### config.mk
export PLATFORM = sky130hd
export DESIGN_NAME = dsp_be_drx_align
export DESIGN_NICKNAME = d
export VERILOG_FILES = /design/src/rtl/dsp_be_drx_align.sv
export SDC_FILE = /design/constraint.sdc
export NUM_CORES = 1
export LEC_CHECK = 0
export ABC_AREA = 1
export CORE_MARGIN = 4
export CORE_UTILIZATION = 55
export DETAILED_ROUTE_END_ITERATION = 10
export HOLD_SLACK_MARGIN = 0.05
export PLACE_DENSITY_LB_ADDON = 0.15
export SETUP_SLACK_MARGIN = 0.02
export SLEW_MARGIN = 20
export SYNTH_ARGS = -nofsm -noshare
export SYNTH_HDL_FRONTEND = slang
export SYNTH_SLANG_ARGS = --single-unit
### constraint.sdc
create_clock -name i_clk -period 8.4 [get_ports i_clk]
set_input_delay 2.52 -clock i_clk [delete_from_list [all_inputs] [get_ports i_clk]]
set_output_delay 2.52 -clock i_clk [all_outputs]
set_load 0.1 [all_outputs]
### src/rtl/dsp_be_drx_align.sv
// Word aligner ahead of dsp_be_bert: bit slip across consecutive words, manual or auto-hunt on seed_good.
// Optional macro DSP_BE_DRX_ALIGN_REV_EN adds i_cfg_rev (bit-reverse input words).
module dsp_be_drx_align #(
  parameter int WIDTH    = 64,
  parameter int SLIP_W   = $clog2(WIDTH),
  parameter int HUNT_CYC = 32,
  parameter int LOSS_CYC = 8
) (
  input  logic              i_clk,
  input  logic              i_rst,
  input  logic [WIDTH-1:0]  i_drx,
  input  logic              i_cfg_auto_en,
  input  logic [SLIP_W-1:0] i_cfg_slip,
  input  logic              i_seed_good,
`ifdef DSP_BE_DRX_ALIGN_REV_EN
  input  logic              i_cfg_rev,
`endif
  output logic [WIDTH-1:0]  o_drx,
  output logic [SLIP_W-1:0] o_slip,
  output logic              o_locked,
  output logic              o_hunt_wrap,
  output logic [15:0]       o_slip_cnt
);

  localparam int HCW = $clog2(HUNT_CYC);
  localparam int LCW = $clog2(LOSS_CYC + 1);
  localparam logic [HCW-1:0]    HUNT_LAST = HCW'(HUNT_CYC - 1);
  localparam logic [LCW-1:0]    LOSS_LAST = LCW'(LOSS_CYC - 1);
  localparam logic [SLIP_W-1:0] SLIP_MAX  = SLIP_W'(WIDTH - 1);

  typedef enum logic [1:0] {ST_MANUAL, ST_HUNT, ST_LOCKED} state_e;

  state_e              state_q, state_d;
  logic [WIDTH-1:0]    din, prev_q, drx_q, drx_d;
  logic [2*WIDTH-1:0]  cat;
  logic [SLIP_W-1:0]   slip_q, slip_d;
  logic [15:0]         slip_cnt_q, slip_cnt_d;
  logic                wrap_q, wrap_d, locked_q, locked_d;
  logic [HCW-1:0]      hunt_q, hunt_d;
  logic [LCW-1:0]      loss_q, loss_d;

`ifdef DSP_BE_DRX_ALIGN_REV_EN
  always_comb begin
    din = i_drx;
    if (i_cfg_rev)
      for (int b = 0; b < WIDTH; b++) din[b] = i_drx[WIDTH-1-b];
  end
`else
  assign din = i_drx;
`endif

  // Window spans the current and previous word; slip k takes bits k..k+WIDTH-1.
  assign cat   = {din, prev_q};
  assign drx_d = cat[slip_q +: WIDTH];

  always_ff @(posedge i_clk or posedge i_rst) begin
    if (i_rst) begin
      state_q    <= ST_MANUAL;
      prev_q     <= '0;
      drx_q      <= '0;
      slip_q     <= '0;
      slip_cnt_q <= '0;
      wrap_q     <= 1'b0;
      locked_q   <= 1'b0;
      hunt_q     <= '0;
      loss_q     <= '0;
    end else begin
      state_q    <= state_d;
      prev_q     <= din;
      drx_q      <= drx_d;
      slip_q     <= slip_d;
      slip_cnt_q <= slip_cnt_d;
      wrap_q     <= wrap_d;
      locked_q   <= locked_d;
      hunt_q     <= hunt_d;
      loss_q     <= loss_d;
    end
  end

  always_comb begin
    state_d    = state_q;
    slip_d     = slip_q;
    slip_cnt_d = slip_cnt_q;
    wrap_d     = wrap_q;
    hunt_d     = hunt_q;
    loss_d     = loss_q;
    case (state_q)
      ST_MANUAL: begin
        if (i_cfg_auto_en) begin
          state_d    = ST_HUNT;
          hunt_d     = '0;
          slip_cnt_d = '0;
          wrap_d     = 1'b0;
        end else begin
          slip_d = i_cfg_slip;
        end
      end
      ST_HUNT: begin
        if (hunt_q == HUNT_LAST) begin
          hunt_d = '0;
          if (i_seed_good) begin
            state_d = ST_LOCKED;
            loss_d  = '0;
          end else begin
            slip_d = (slip_q == SLIP_MAX) ? '0 : slip_q + 1'b1;
            if (slip_q == SLIP_MAX) wrap_d = 1'b1;
            if (slip_cnt_q != 16'hFFFF) slip_cnt_d = slip_cnt_q + 16'd1;
          end
        end else begin
          hunt_d = hunt_q + 1'b1;
        end
      end
      ST_LOCKED: begin
        if (i_seed_good) begin
          loss_d = '0;
        end else if (loss_q == LOSS_LAST) begin
          state_d = ST_HUNT;
          loss_d  = '0;
          hunt_d  = '0;
        end else begin
          loss_d = loss_q + 1'b1;
        end
      end
      default: state_d = ST_MANUAL;
    endcase
    // Dropping auto-enable overrides everything and hands slip back to config.
    if (!i_cfg_auto_en) begin
      state_d = ST_MANUAL;
      slip_d  = i_cfg_slip;
    end
  end

  always_comb begin
    locked_d    = (state_d == ST_LOCKED);
    o_drx       = drx_q;
    o_slip      = slip_q;
    o_locked    = locked_q;
    o_hunt_wrap = wrap_q;
    o_slip_cnt  = slip_cnt_q;
  end

endmodule
==> results by stage <==
Clock tree:
- Once the clock tree was built, the setup fixing pass inserted 0 buffers.
- The CTS clock-pin slew for the worst setup and hold paths is 0.07 ns.
- Counting every sink on the clock net gives 163.
- The root cell of the clock tree is clkbuf_16.
- The total number of H-tree levels is 4.
- The later pin in the worst-skew pair is clocked with a latency of 0.45 ns.
- The CTS tree is yes.
- The total CTS buffers is 17.
- After clock tree synthesis, the repair step resized 0 gates.
- The cts-stage hold buffer count is 0.
- The clock passes through at most 2 buffers.

Worst setup path:
- STA classifies the critical path endpoint as an output pin.
- The data arrival time of the critical path is roughly 2.6 ns.
- The category of the most critical setup path is reg -> out.
- The slack of the worst reg-to-reg path is approximately 4.6 ns.
- The maximum fanout encountered on the critical timing path is 66.
- The terminus of the critical flop-to-flop path is o_drx[52].
- STA puts the critical path data required time at 5.88 ns.
- The element type at the critical path start is a register.
- The path depth of the worst reg2reg path is 10.
- The startpoint identified for the worst register-to-register timing path is o_slip[0].

Placed design:
- The placed instances occupy a cell area of approximately 14000 sq um.
- The total of buffers placed on input and output ports is approximately 160.
- The placer's final routability congestion estimate is 1.08.
- The post-place setup slack is 3.73 ns.
- After detailed placement, the design holds a cell count of 2325.
- After legalization and detailed placement, the total HPWL measured 37200 um.

Power and ir drop:
- The cell internal power dissipation is 1.86 mW.
- The worst vdd rail ir drop is between 0.2 and 0.25 mV.
- The power density over the cells is 283 nW/um^2.
- Sequential cells burn roughly a quarter of the power.
- In this run the static leakage power is 6.95 nW.
- The share of total power dissipated in the clock network is 20.0%.
- In this run the power spent charging and discharging nets is about 2.2 mW.
- Of the total power, combinational logic draws a little under three fifths.
- The switching fraction of total power is between 50% and 60%.

Route:
- The iteration count of the initial detailed-routing pass is 8.
- The average routed wire per standard cell is 21.6 um.
- The number of DRC markers in iteration 0 is between 3000 and 4000.
- In this run the remaining antenna-violating nets after routing total 0.
- The detailed router placed about 15000 vias in this run.
- After detailed routing, the number of remaining DRC violations is 0.
- Using the TritonRoute via totals, the vias-per-cell ratio works out to 6.49.
- Summed over all layers, the routed wires come to 51000 um.

Logic synthesis:
- The most used flip-flop cell after synthesis is dfrtp_1.
- The number of nets handed over by synthesis was 2097.
- After synthesis, the mean cell area works out to ~6.2 sq um.
- Counting flops with an async set or reset pin after synthesis yields a share of 100%.
- The number of synthesized flops with an enable pin is 0.
- The sequential cell area fraction in the yosys report is 32.8%.
- In the synthesized netlist, the number of instances is between 2000 and 2500.
- The Yosys warning count is 0.
- The number of different library cells used by synthesis comes to 28.
- The number of register bits inferred by synthesis is 163.
- The post-synth design cell area is 12400 sq um.

Global routing:
- The global-route wire length before repair is 78400 um.
- The aggregate global-route resource usage is 40.7%.
- The via count of the first global-routing pass is 14015.
- The final global-route overflow total is 0.
- Entering global routing, the biggest net connects 101 pins.
- The number of antenna violations at the first check in global routing was 2.

Floorplan:
- From left edge to right edge, the die measures 158 um.
- After floorplanning, the core was sized to cover 22000 sq um.
- After floorplanning, the core was divided into between 50 and 60 placement rows.
- During I/O placement, the number of pins put on the boundary was between 150 and 200.
- The die height is 158 um.
- The die covers about 25000 sq um.
- The initial utilization of the core area, before any placement, comes to roughly 56%.

Cells and area:
- The finished layout holds 2357 standard cells, fillers aside.
- Leaving out fill and tap cells, the most frequent cell in the layout is nand3_1.
- The finished cells cover 14500 sq um.
- The count of fill cells added during filler insertion is 2077.
- Across the whole layout, storage elements account for 4100 sq um.
- The multi-input combinational cells in the finished layout cover a total of about 7600 sq um.
- The number of diodes added for antenna fixing is 0.
- The share of post-route cells with drive strength above 1 is 2.99%.
- For this run, the post-layout net count is between 2000 and 2500.
- The synthesis-to-finish area growth is 16.3%.
- The library cells used most frequently in the layout, excluding fill and tap cells, are nand3_1, nand2_1, clkdlybuf4s50_1.

Timing:
- The count of final hold-check violations is 0.
- The slew at the pin closest to its max-slew limit is 1.04 ns.
- The routed design could run at a clock period as short as a little over 5 ns.
- The worst path uses about three fifths of the clock period.
- The setup-violating endpoint count in the final report is 0.
- Based on the critical path, the design can be clocked at up to 194 MHz.
- The worst-case hold slack is 0.508 ns.
- The max-slew violation count is 0.
- Clock skew on the completed layout was measured at 0.0155 ns.
- The worst pin sits at a relative slew slack of 30.5%.
- Setup repair after global routing left no endpoint under its margin.
- The final setup TNS is 0 ns.
- After layout, the worst setup slack is 3.24 ns.

Min path:
- The cell count of the worst hold path is 1.
- For hold timing, the worst endpoint is hunt_q[3].
- The startpoint identified for the worst hold timing path is hunt_q[3].
- In this run the worst hold path is classified as reg -> reg.

Run status:
- The flow ran to the end, and the final reports show no timing, DRC or antenna violations.

Flow run:
- The number of max-cap violations is 0.
worst max-delay path: stages (launching register included):
cell and delay (ns):
dfrtp_2 0.35, buf_4 0.58, clkdlybuf4s50_1 1.27
layout make-up:
type / instances / share of cell area, %
multi-input combinational: 1680 / 52.6
sequential: 163 / 28.3
timing repair buffer: 173 / 11.8
clock buffer: 18 / 2.97
tap: 280 / 2.42
clock inverter: 14 / 1.12
inverter: 29 / 0.822
synthesized netlist by cell type, drive strengths merged, types with 2 or more instances:
cell | number | area, sq um
a22o | 2 | 17.5
nor2 | 39 | 146
dfrtp | 163 | 4080
inv | 28 | 105
nand3 | 849 | 4250
nor3 | 6 | 30.0
clkbuf | 55 | 206
o211ai | 4 | 30.0
a32o | 2 | 20.0
a21oi | 9 | 45.0
nand4 | 3 | 18.8
xor2 | 15 | 131
xnor2 | 2 | 17.5
ha | 5 | 62.6
a31oi | 2 | 12.5
nand2 | 723 | 2720
buf | 91 | 438
o21ai | 15 | 75.1
cell families after synthesis:
group / after synthesis / synth area share (%)
buf+inv: 175 / 6.06
simple gates: 1621 / 57.6
flops: 163 / 32.8
compound gates: 37 / 1.78
xor+xnor: 17 / 1.20
fa+ha+maj: 5 / 0.503
routing by layer:
metal | up-vias | track usage, % | share of wire, %
met2 | 1223 | 60.3 | 43
met1 | 6918 | 53.9 | 37
li1 | 6943 | - | -
met4 | 4 | 24.0 | 7.4
met3 | 218 | 10.1 | 13
met5 | - | 0 | 0.057
registers in the layout (all words and copies together), names as in the netlist:
| name | cells |
|---|---|
| hunt_q | 5 |
| loss_q | 4 |
| o_drx | 64 |
| o_hunt_wrap | 1 |
| o_locked | 1 |
| o_slip | 6 |
| o_slip_cnt | 16 |
| prev_q | 64 |
| state_q | 2 |
power groups by stage:
stage	registers [mW]	clock network, mW	logic [mW]
after floorplan	1.69	0	0.920
after global placement	1.01	0	2.20
after detailed placement	1.01	0	2.22
after CTS	0.995	0.816	2.22
after global routing	1.01	0.851	2.40
final	0.997	0.818	2.28
per-stage QoR:
stage | power (mW) | utilization [%]
after floorplan | 2.61 | -
after global placement | 3.21 | 63.0
after detailed placement | 3.23 | 63.0
after CTS | 4.03 | 65.6
after global routing | 4.26 | 65.6
final | 4.10 | 65.6
worst max-delay path by stage:
stage | from | slack (ns) | depth (start not counted) | to
final | o_slip[5] | 3.24 | 2 | o_slip[5]
after global placement | o_slip[5] | 3.74 | 2 | o_slip[5]
after floorplan | i_rst | 1.48 | 1 | hunt_q[0]
after CTS | o_slip[5] | 3.26 | 2 | o_slip[5]
after global routing | o_slip[5] | 3.19 | 2 | o_slip[5]
after detailed placement | o_slip[5] | 3.73 | 2 | o_slip[5]
Power figures use the tool's default switching activity.
